==> src/rtl/pc_gen_if.sv <==
// pc_gen_if: fetch-PC generator port bundle.
//   master : the PC generator (drives pc_o/ce_o/fire_o/addr_err_o/pend_o,
//            receives stall, memory ready and redirect requests)
//   slave  : the surrounding pipeline / instruction memory side
// Signal names keep the direction suffix as seen from the PC generator.
interface pc_gen_if #(
    parameter int unsigned ADDR_W = 32
);
    logic              stall_i;     // hazard-unit stall
    logic              ready_i;     // imem accepts this cycle
    logic              flush_i;     // exception/ERET redirect
    logic [ADDR_W-1:0] flush_pc_i;
    logic              branch_i;    // branch/jump redirect
    logic [ADDR_W-1:0] branch_pc_i;
    logic [ADDR_W-1:0] pc_o;        // registered fetch address
    logic              ce_o;        // registered fetch enable
    logic              fire_o;      // fetch accepted and not stalled
    logic              addr_err_o;  // misaligned fetch address
    logic              pend_o;      // redirect waiting for a fire

    modport master (
        input  stall_i, ready_i, flush_i, flush_pc_i, branch_i, branch_pc_i,
        output pc_o, ce_o, fire_o, addr_err_o, pend_o
    );

    modport slave (
        output stall_i, ready_i, flush_i, flush_pc_i, branch_i, branch_pc_i,
        input  pc_o, ce_o, fire_o, addr_err_o, pend_o
    );
endinterface

==> src/rtl/pc_gen.sv <==
// pc_gen: parametrised IF-stage fetch-PC generator.
// Ports:
//   clk_i  : clock, rising-edge
//   rst_i  : synchronous active-high reset
//   bus    : pc_gen_if master modport (stall/ready/redirect inputs,
//            pc/ce/fire/addr_err/pend outputs)
// After reset the generator sits one cycle in StBoot (ce_o=0), then fetches
// continuously. The PC advances only on fire_o; redirects that arrive while
// the fetch is blocked are parked in a one-entry pending buffer.
module pc_gen #(
    parameter int unsigned ADDR_W   = 32,
    parameter logic [31:0] RESET_PC = 32'hBFC0_0000,
    parameter int unsigned PC_INC   = 4
) (
    input logic    clk_i,
    input logic    rst_i,
    pc_gen_if.master bus
);

    localparam logic [ADDR_W-1:0] ResetPc = ADDR_W'(RESET_PC);
    localparam logic [ADDR_W-1:0] PcInc   = ADDR_W'(PC_INC);

    typedef enum logic [0:0] {StBoot, StRun} state_e;

    state_e            state_q;
    logic [ADDR_W-1:0] pc_q;
    logic              ce_q;
    logic              pend_q;
    logic [ADDR_W-1:0] pend_pc_q;
    logic              fire;

    assign fire = ce_q & bus.ready_i & ~bus.stall_i;

    always_ff @(posedge clk_i) begin
        if (rst_i) begin
            state_q   <= StBoot;
            pc_q      <= ResetPc;
            ce_q      <= 1'b0;
            pend_q    <= 1'b0;
            pend_pc_q <= '0;
        end else begin
            case (state_q)
                StBoot: begin
                    // Branches are ignored here; only a flush may move the
                    // boot address.
                    state_q <= StRun;
                    ce_q    <= 1'b1;
                    if (bus.flush_i) begin
                        pc_q <= bus.flush_pc_i;
                    end
                end
                StRun: begin
                    if (bus.flush_i) begin
                        // Abandons any unaccepted request and any pending
                        // branch, whether or not this cycle fires.
                        pc_q   <= bus.flush_pc_i;
                        pend_q <= 1'b0;
                    end else if (bus.branch_i && fire) begin
                        pc_q   <= bus.branch_pc_i;
                        pend_q <= 1'b0;
                    end else if (bus.branch_i) begin
                        // Blocked: park the target; a newer branch wins.
                        pend_q    <= 1'b1;
                        pend_pc_q <= bus.branch_pc_i;
                    end else if (pend_q && fire) begin
                        pc_q   <= pend_pc_q;
                        pend_q <= 1'b0;
                    end else if (fire) begin
                        // Wraps modulo 2^ADDR_W; misaligned PCs step too.
                        pc_q <= pc_q + PcInc;
                    end
                end
                default: begin
                    state_q <= StBoot;
                    ce_q    <= 1'b0;
                end
            endcase
        end
    end

    assign bus.pc_o       = pc_q;
    assign bus.ce_o       = ce_q;
    assign bus.fire_o     = fire;
    assign bus.addr_err_o = ce_q & (pc_q[1:0] != 2'b00);
    assign bus.pend_o     = pend_q;

endmodule

==> src/flat_wrapper.sv <==
// flat-port wrapper written by rule: the top's interface ports become plain ports
module pc_gen_flat 
#(
    parameter int unsigned ADDR_W   = 32,
    parameter logic [31:0] RESET_PC = 32'hBFC0_0000,
    parameter int unsigned PC_INC   = 4
)
  (clk_i, rst_i, bus_stall_i, bus_ready_i, bus_flush_i, bus_flush_pc_i, bus_branch_i, bus_branch_pc_i, bus_pc_o, bus_ce_o, bus_fire_o, bus_addr_err_o, bus_pend_o);
  pc_gen_if #(.ADDR_W(ADDR_W)) bus_i ();
  input logic clk_i;
  input logic rst_i;
  input wire logic [$bits(bus_i.stall_i)-1:0] bus_stall_i;
  input wire logic [$bits(bus_i.ready_i)-1:0] bus_ready_i;
  input wire logic [$bits(bus_i.flush_i)-1:0] bus_flush_i;
  input wire logic [$bits(bus_i.flush_pc_i)-1:0] bus_flush_pc_i;
  input wire logic [$bits(bus_i.branch_i)-1:0] bus_branch_i;
  input wire logic [$bits(bus_i.branch_pc_i)-1:0] bus_branch_pc_i;
  output wire logic [$bits(bus_i.pc_o)-1:0] bus_pc_o;
  output wire logic [$bits(bus_i.ce_o)-1:0] bus_ce_o;
  output wire logic [$bits(bus_i.fire_o)-1:0] bus_fire_o;
  output wire logic [$bits(bus_i.addr_err_o)-1:0] bus_addr_err_o;
  output wire logic [$bits(bus_i.pend_o)-1:0] bus_pend_o;
  assign bus_i.stall_i = bus_stall_i;
  assign bus_i.ready_i = bus_ready_i;
  assign bus_i.flush_i = bus_flush_i;
  assign bus_i.flush_pc_i = bus_flush_pc_i;
  assign bus_i.branch_i = bus_branch_i;
  assign bus_i.branch_pc_i = bus_branch_pc_i;
  assign bus_pc_o = bus_i.pc_o;
  assign bus_ce_o = bus_i.ce_o;
  assign bus_fire_o = bus_i.fire_o;
  assign bus_addr_err_o = bus_i.addr_err_o;
  assign bus_pend_o = bus_i.pend_o;
  pc_gen #(.ADDR_W(ADDR_W), .RESET_PC(RESET_PC), .PC_INC(PC_INC)) u_core (.clk_i(clk_i), .rst_i(rst_i), .bus(bus_i));
endmodule
==> config.mk <==
export PLATFORM = sky130hd
export DESIGN_NAME = pc_gen_flat
export DESIGN_NICKNAME = d
export VERILOG_FILES = /design/src/rtl/pc_gen_if.sv /design/src/rtl/pc_gen.sv /design/src/flat_wrapper.sv
export SDC_FILE = /design/constraint.sdc
export NUM_CORES = 1
export LEC_CHECK = 0
export ABC_CLOCK_PERIOD_IN_PS = 1920
export BUFFER_PORTS_ARGS = -buffer_cell sky130_fd_sc_hd__buf_2
export CAP_MARGIN = 20
export CELL_PAD_IN_SITES_DETAIL_PLACEMENT = 1
export CELL_PAD_IN_SITES_GLOBAL_PLACEMENT = 1
export CORE_MARGIN = 3
export CORE_UTILIZATION = 38
export CTS_CLUSTER_DIAMETER = 80
export DETAILED_ROUTE_END_ITERATION = 6
export HOLD_SLACK_MARGIN = 0.02
export PLACE_DENSITY_LB_ADDON = 0.1
export RECOVER_POWER = 100
export SYNTH_ARGS = -nofsm -noshare
export SYNTH_HDL_FRONTEND = slang
export SYNTH_SLANG_ARGS = --single-unit
==> constraint.sdc <==
create_clock -name clk_i -period 1.92 [get_ports clk_i]
set_input_delay 0.576 -clock clk_i [delete_from_list [all_inputs] [get_ports clk_i]]
set_output_delay 0.576 -clock clk_i [all_outputs]
set_load 0.01 [all_outputs]
==> results.md, run 1 <==
Detailed routing:
- After the first detailed-routing iteration, the DRC count stood at 299.
- The via density per instance is 5.82.
- Across all layers, the routed design uses 4783 vias.
- The wire length per cell after detailed routing is 19.8 um.
- The first-pass iteration count of the detailed router is 4.
- The DRC violation count after routing is 0.
- The count of nets left with antenna violations once routing finished came out at 0.
- The final routed wirelength across all metal layers is 16.3 mm.

Worst setup path:
- The slowest cell on the critical path is sky130_fd_sc_hd__dfxtp_1.
- The maximum single-stage delay on the critical path is 420 ps.
- The maximum fanout along the worst path is 10.
- The count of cells along the worst register-to-register path is 6.
- Among cell families on the critical path, the largest total delay comes from simple AND/OR/NAND/NOR gates.
- The endpoint class of the critical path is a flop.
- Traced cell by cell, the critical path runs through nand4_1 -> nor4_4 -> buf_4 -> nand2_1 -> o21ai_0 -> and3_1.
- For the worst setup path, the data arrival time is 2140 ps.
- The number of cells on the critical path is 6.
- The startpoint type of the worst setup path is a flop.
- The critical path class is flop to flop.
- The buffer and inverter count on the worst path is 1.
- The required time at the worst-slack endpoint is 2220 ps.

Outcome:
- The flow ran to the end, and the final reports show no timing, DRC or antenna violations.

Cells and area:
- The number of antenna repair diodes is 0.
- The fraction of final layout cells with drive strength greater than 1 is 25.4%.
- The net count reported at finish is 755.
- In the final layout, flip-flops and latches occupy 0.00134 mm^2.
- Once layout is done, the placed cells without fillers occupy 0.00516 mm^2.
- The multi-input combinational cells in the finished layout cover a total of 0.00240 mm^2.
- The number of fill cells is 1345.
- Excluding fillers, the count of instances in the completed layout stands at 822.
- The end-of-flow core utilization is 51.6%.
- Relative to the synthesized area, the layout overhead comes to 28.6%.

STA:
- The worst hold slack is 458 ps.
- The portion of the clock cycle consumed by the worst path in the final layout is 96.2%.
- The worst path needs 1850 ps of the cycle, external delays included.
- Setup repair after global routing left no endpoint under its margin.
- The final count of negative-setup-slack endpoints is 0.
- The number of slew-limit violations in the final report is 0.
- Across the routed clock network, the largest skew measured is 6.88 ps.
- The worst pin sits at a relative slew slack of 34.2%.
- Once routing completed, OpenROAD measured the worst setup slack at 73.7 ps.
- The maximum achievable frequency is 0.542 GHz.
- The final sum of negative setup slack is 0 ps.
- At the pin with the least slew margin, the transition time is 987 ps.
- The final hold violation count is 0.

Synthesis:
- The register bit count reported by yosys is 67.
- The number of different library cells in the post-synthesis netlist is 58.
- The synthesis warning total is 0.
- Synthesis produced a netlist with a net count of 608.
- Summing the areas of all and, or, nand and nor instances in the mapped netlist gives 28.3% of the synthesized area.
- The post-synthesis mux area share is 1.25%.
- In the synthesized netlist the dominant register cell turns out to be sky130_fd_sc_hd__dfxtp_1.
- The average instance in the mapped netlist occupies 7.47 um^2.
- The synthesized netlist cell count is 537.
- Counting flops with an async set or reset pin after synthesis yields a share of 0%.
- Yosys mapped a number of flops with a built-in enable equal to 0.
- The share of the synthesized area in compound gates (AO/OA/AOI/OAI) is 26.7%.
- The cell area after synthesis is 0.00401 mm^2.
- The combinational family with the most area after synthesis is simple AND/OR/NAND/NOR gates.
- Of the total synthesized cell area, the portion taken by XOR and XNOR cells is 3.06%.
- After Yosys synthesis, full adders, half adders and majority gates account for 0.312% of the synthesized area.
- Summing the sequential cell areas from Yosys gives 33.4% of the chip area.

Placed design:
- In this run the cell area measured after placement is 0.00505 mm^2.
- Detailed placement finished with a half-perimeter wire length of 12.6 mm.
- Once placement completed, the tool counted placed cells totaling 804.
- The quantity of I/O buffers inserted on ports is 105.
- The global placement routability congestion is 0.914.
- The worst slack after detailed placement is -218 ps.

Flow run:
- Across the run, the number of max-cap violations was 0.

Power and ir drop:
- The maximum vdd drop is 0.000367 V.
- Summed over all cells, the static leakage comes to 2.15 nW.
- The cell area power density is 639 mW/mm^2.
- The design draws 3.30 mW.

Clocking:
- The clock latency at the later pin of the worst-skew pair is 350 ps.
- The post-CTS clock slew at the launch and capture registers of the worst setup and hold paths is 80 ps.
- The tree is rooted in a sky130_fd_sc_hd__clkbuf_8.
- TritonCTS built the clock tree.
- The clock net sink count is 67.
- In this run the number of H-tree levels came out at 3.
- The hold-fix buffer count after cts is 0.
- The longest clock path from root to sink contains 2 buffers.
- TritonCTS created 9 clock buffers.

Global routing:
- The number of global-route vias before repair is 4794.
- The initial antenna violation count was 0.
- The wire length of the first global-routing pass is 25.4 mm.
- Global routing consumed, on the met1 layer, 40.0% of the routing resources.
- For this run, global-route usage on met2 was measured as 44.3%.
- The maximum number of pins on one net before global-route repair is 45.
- met2 is the most crowded layer.
- The global routing usage on met3 is 5.03%.
- The global-route total usage across every layer is 28.3%.
- Summed over all layers, the global routing overflow is 0.

Floorplanning:
- In this run the count of I/O pins placed on the die edge is 106.
- Measured along the y axis, the die boundary spans 109 um.
- The die boundary width is 109 um.
- The standard-cell row count is 36.
- The initial utilization of the core area, before any placement, comes to 40.1%.
- The die covers 0.0118 mm^2.
- The total area inside the core boundary comes to 0.0100 mm^2.

Worst hold path:
- The worst hold path class is flop to flop.
- The cell depth of the worst min-delay path is 2.
## worst paths after layout
| kind | end | from | slack, ps |
|---|---|---|---|
| setup reg to reg | u_core.bus.pc_o[30] | u_core.bus.pc_o[7] | 70 |
| hold / removal | u_core.pend_pc_q[22] | u_core.pend_pc_q[22] | 460 |
| hold reg to reg | u_core.pend_pc_q[22] | u_core.pend_pc_q[22] | 460 |
| setup / recovery | u_core.bus.pc_o[30] | u_core.bus.pc_o[7] | 70 |
## synth_stat cells (2+ instances only)
cell	number	share of area (%)
sky130_fd_sc_hd__a221o_1	3	0.75
sky130_fd_sc_hd__o211ai_1	11	2.1
sky130_fd_sc_hd__buf_1	3	0.28
sky130_fd_sc_hd__clkbuf_8	5	1.7
sky130_fd_sc_hd__inv_1	12	1.1
sky130_fd_sc_hd__o22ai_1	4	0.62
sky130_fd_sc_hd__o221a_2	2	0.56
sky130_fd_sc_hd__and4b_1	3	0.75
sky130_fd_sc_hd__o22a_1	2	0.44
sky130_fd_sc_hd__and3_1	12	1.9
sky130_fd_sc_hd__nand2_1	111	10
sky130_fd_sc_hd__and4_1	6	1.3
sky130_fd_sc_hd__a211o_1	4	0.87
sky130_fd_sc_hd__o221ai_1	7	1.5
sky130_fd_sc_hd__nand3_1	22	2.7
sky130_fd_sc_hd__a311oi_1	4	0.87
sky130_fd_sc_hd__nor3_1	12	1.5
sky130_fd_sc_hd__buf_2	11	1.4
sky130_fd_sc_hd__mux2i_1	5	1.2
sky130_fd_sc_hd__o2111ai_1	2	0.44
sky130_fd_sc_hd__clkbuf_1	20	1.9
sky130_fd_sc_hd__o21ai_0	27	3.4
sky130_fd_sc_hd__nand4_1	10	1.6
sky130_fd_sc_hd__dfxtp_1	67	33
sky130_fd_sc_hd__a21oi_1	57	7.1
sky130_fd_sc_hd__a211oi_1	12	2.2
sky130_fd_sc_hd__and4_2	2	0.50
sky130_fd_sc_hd__a2bb2oi_1	3	0.66
sky130_fd_sc_hd__nor2_1	33	3.1
sky130_fd_sc_hd__xor2_1	9	2.0
sky130_fd_sc_hd__a22oi_1	3	0.56
sky130_fd_sc_hd__and2_1	4	0.62
sky130_fd_sc_hd__nor4_1	3	0.47
sky130_fd_sc_hd__xnor2_1	5	1.1
sky130_fd_sc_hd__nand4b_1	3	0.66
sky130_fd_sc_hd__a221oi_1	7	1.5
sky130_fd_sc_hd__a31oi_1	10	1.6
## state kept, by name (all words and copies together), names as in the netlist
register,count
u_core.state_q,1
u_core.bus.ce_o,1
u_core.bus.pend_o,1
u_core.bus.pc_o,32
u_core.pend_pc_q,32
## where the power goes
| group | switching [mW] | total (mW) | internal [mW] |
|---|---|---|---|
| clock | 0.560 | 1.10 | 0.538 |
| sequential | 0.0831 | 1.55 | 1.47 |
| combinational | 0.378 | 0.649 | 0.271 |
## placed cells by master, fill, tap and decap left out, types with 10 or more instances in the layout
cell type                  netlist  final
sky130_fd_sc_hd__a211oi_1       12     12
sky130_fd_sc_hd__a21oi_1        57     57
sky130_fd_sc_hd__a31oi_1        10     10
sky130_fd_sc_hd__and3_1         12     12
sky130_fd_sc_hd__buf_2          11     84
sky130_fd_sc_hd__buf_4           1     53
sky130_fd_sc_hd__clkbuf_1       20     35
sky130_fd_sc_hd__clkbuf_8        5     11
sky130_fd_sc_hd__dfxtp_1        67     65
sky130_fd_sc_hd__inv_1          12     11
sky130_fd_sc_hd__nand2_1       111    111
sky130_fd_sc_hd__nand3_1        22     22
sky130_fd_sc_hd__nand4_1        10     10
sky130_fd_sc_hd__nor2_1         33     33
sky130_fd_sc_hd__nor3_1         12     12
sky130_fd_sc_hd__o211ai_1       11     11
sky130_fd_sc_hd__o21ai_0        27     27
## cell families after synthesis
logic type,Yosys count
AND/OR/NAND/NOR,231
AO/OA/AOI/OAI,165
flip-flops,67
buffers and inverters,54
XOR/XNOR,14
multiplexers,5
adder cells (fa/ha/maj),1
## per-layer routing
metal  up-vias  routed length, um
li1       2258                  -
met1      2325               7460
met2       178               7430
met3        22               1140
met4         0                235
met5         -                  0
## cell type report
type,count,area share [%]
clock buffers,14,3.15
clock inverters,2,0.194
inverters,12,0.873
multi-input cells,416,46.5
flip-flops and latches,67,26.0
well taps,133,3.23
repair buffers,178,20.0
## worst min-delay path: stages (launching register included)
cell,delay (ps)
sky130_fd_sc_hd__dfxtp_1,310
sky130_fd_sc_hd__nand2_1,50
sky130_fd_sc_hd__a21oi_1,50
## what timing repair did
action	CTS	global route
gates resized for setup	1	5
buffers inserted	0	2
pin swaps	0	1
endpoints found under the setup margin	1	17
Power figures use the tool's default switching activity.
==> run 2: changes to the inputs <==
--- a/config.mk
+++ b/config.mk
@@ -5,13 +5,12 @@
 export SDC_FILE = /design/constraint.sdc
 export NUM_CORES = 1
 export LEC_CHECK = 0
-export ABC_CLOCK_PERIOD_IN_PS = 1920
+export ABC_CLOCK_PERIOD_IN_PS = 2400
 export BUFFER_PORTS_ARGS = -buffer_cell sky130_fd_sc_hd__buf_2
 export CAP_MARGIN = 20
 export CELL_PAD_IN_SITES_DETAIL_PLACEMENT = 1
 export CELL_PAD_IN_SITES_GLOBAL_PLACEMENT = 1
-export CORE_MARGIN = 3
-export CORE_UTILIZATION = 38
+export CORE_UTILIZATION = 41
 export CTS_CLUSTER_DIAMETER = 80
 export DETAILED_ROUTE_END_ITERATION = 6
 export HOLD_SLACK_MARGIN = 0.02
==> constraint.sdc (replaced) <==
create_clock -name clk_i -period 2.4 [get_ports clk_i]
set_input_delay 0.72 -clock clk_i [delete_from_list [all_inputs] [get_ports clk_i]]
set_output_delay 0.72 -clock clk_i [all_outputs]
set_load 0.01 [all_outputs]
==> results.md, run 2 (synthesis results as in run 1) <==
Outcome:
- The run finished with clean final reports.

Worst setup path:
- The maximum single-stage delay on the critical path is 570 ps.
- The required time at the worst-slack endpoint is 2700 ps.
- The number of buffers and inverters on the critical path is 3.
- The cell family contributing the most delay on the critical path is buffers and inverters.
- The maximum fanout along the worst path is 14.
- On the critical path, the stage with the largest delay is an instance of sky130_fd_sc_hd__clkbuf_1.
- The arrival time at the worst endpoint is 2430 ps.
- The critical path is of the input port to flop type.
- STA classifies the critical path startpoint as an input port.
- The signal on the critical path passes through buf_2 -> nor2b_1 -> clkbuf_1 -> and3_1 -> clkbuf_1 -> nand2_1 -> a21oi_1.
- The endpoint class of the critical path is a flop.
- The most used cell along the critical path is sky130_fd_sc_hd__clkbuf_1.

Detailed routing:
- After the first detailed-routing iteration, the DRC count stood at 345.
- The DRC violation count after routing is 0.
- After detailed routing, the average wire length per cell comes to 20.8 um.
- The via density per instance is 6.05.
- The total via count after detailed routing is 4753.
- The final routed wirelength across all metal layers is 16.3 mm.
- The detail route stage leaves a number of antenna-violating nets equal to 0.
- The first detailed-routing pass ran for 5 iterations.

Placed design:
- At the placement stage, the worst setup path has a slack of 176 ps.
- During placement, the flow inserted port buffers numbering 105.
- The global placement routability congestion is 0.894.
- Counting tap cells, the placed design contains a total of 770 instances.
- The placed wire-length estimate after detailed placement is 11.9 mm.

Power and ir drop:
- The analysis attributes to cell leakage a power of 1.95 nW.
- For this design the ratio of total power to cell area is 606 mW/mm^2.
- The maximum vdd drop is 0.000299 V.

STA:
- The setup slack after layout is 268 ps.
- At the pin with the least slew margin, the transition time is 738 ps.
- The final hold violation count came to 0.
- The number of slew-limit violations in the final report is 0.
- Setup violations remaining at the end of the flow were counted as 0.
- The clock period could shrink to 2130 ps.
- The maximum achievable frequency is 0.469 GHz.
- For the final database, setup skew stands at 12.9 ps.
- The headroom to the max-slew limit is 50.8%.
- The final sum of negative setup slack is 0 ps.
- The portion of the clock cycle consumed by the worst path in the final layout is 88.8%.
- Setup repair after global routing left no endpoint under its margin.

Clocking:
- The clock net sink count is 67.
- In this run, post-CTS repair resized a total of 0 instances.
- The total clock buffers created by CTS is 9.
- The clock tree buffer depth is 2.
- The level count of the clock H-tree is 3.
- The clock tree from TritonCTS is built.
- In this run the post-CTS setup repair buffer count came out at 0.
- The number of hold buffers added after CTS was 0.
- The cell sitting at the root of the clock tree is a sky130_fd_sc_hd__clkbuf_8.
- The post-CTS clock slew at the launch and capture registers of the worst setup and hold paths is 80 ps.
- The clock latency at the later pin of the worst-skew pair is 370 ps.

Global routing:
- In the global route stage, met1 resource usage came out at 45.2%.
- The global routing usage on met3 is 9.22%.
- Global routing used 52.8% of the available met2 tracks.
- Global routing consumed, over all layers together, 33.8% of the routing resources.
- The global routing stage identified its most utilized layer as met2.
- The number of global-route vias before repair is 4745.
- The initial antenna violation count came to 0.
- The final global-route overflow total is 0.
- The wire length of the first global-routing pass is 25.7 mm.
- The maximum number of pins on one net before global-route repair is 32.

Cells and area:
- The area added between synthesis and finish is 23.2%.
- The leading cell type in the layout, fill and taps excluded is sky130_fd_sc_hd__nand2_1.
- Leaving out fill and tap cells, the most frequent cells in the layout are 111 x sky130_fd_sc_hd__nand2_1, 69 x sky130_fd_sc_hd__buf_2, 67 x sky130_fd_sc_hd__dfxtp_1.
- 0 antenna diodes ended up in the layout.
- Of the cells placed in the final design, the portion with a size suffix greater than 1 is 19.2%.
- The final layout contains 723 nets.
- The final non-filler cell total is 786.

Flow run:
- Across the run, the number of max-cap violations was 0.

Floorplanning:
- The vertical die dimension is 101 um.
- The floorplan step set the die width to 101 um.
- The core area is 0.00937 mm^2.
- The floorplan has 35 rows.
- Once the floorplan was initialized, standard cells occupied 42.8% of the core.
- The die covers 0.0102 mm^2.
- The boundary pin count is 106.

Worst hold path:
- The path class of the tightest hold or removal check is flop to flop.
-- run 2: cell count changes in the layout (fill, tap and decap cells not counted), sizes merged --
cell,change
clkinv,-1
bufinv,+3
clkbuf,+8
buf,-42
-- run 2: routing by layer --
metal | vias to the layer above | wire, um
met2 | 210 | 7510
met1 | 2321 | 7160
met4 | 0 | 228
met5 | - | 0
met3 | 31 | 1440
li1 | 2191 | -
-- run 2: area by class of cell --
| cell class | instances | area (um^2) |
|---|---|---|
| fill | 1296 | 4430 |
| multi-input combinational | 416 | 2370 |
| sequential | 67 | 1340 |
| timing repair buffer | 146 | 763 |
| clock buffer | 12 | 165 |
| tap | 129 | 161 |
| clock inverter | 4 | 95.1 |
| inverter | 12 | 45.0 |
-- run 2: final timing paths --
kind	slack, ps	cells after the start	startpoint	to
hold / removal	460	2	u_core.pend_pc_q[28]	u_core.pend_pc_q[28]
hold reg to reg	460	2	u_core.pend_pc_q[28]	u_core.pend_pc_q[28]
setup reg to reg	310	6	u_core.bus.pc_o[2]	u_core.bus.pc_o[10]
setup / recovery	270	7	bus_flush_i	u_core.pend_pc_q[22]
-- run 2: worst register-to-register path, stage by stage (launching register included) --
cell and delay [ps]:
sky130_fd_sc_hd__dfxtp_1 480, sky130_fd_sc_hd__ha_1 280, sky130_fd_sc_hd__clkbuf_1 320, sky130_fd_sc_hd__nand3_2 200, sky130_fd_sc_hd__xor2_1 190, sky130_fd_sc_hd__a211o_1 310, sky130_fd_sc_hd__a211oi_1 230
-- run 2: power by group --
| part | switching (mW) | leakage (nW) | internal (mW) |
|---|---|---|---|
| Combinational | 0.286 | 1.27 | 0.189 |
| Clock | 0.488 | 0.133 | 0.775 |
| Sequential | 0.0850 | 0.550 | 1.17 |
-- run 2: metrics by stage --
step	instance area, um^2	power [mW]	hold slack, ps	utilization (%)
finish	4940	3.00	456	52.7
global route	4940	3.13	481	52.7
CTS	5060	3.01	455	54.0
detailed placement	4800	1.76	444	51.2
global placement	4800	1.74	441	51.2
floorplan	4010	1.52	431	-
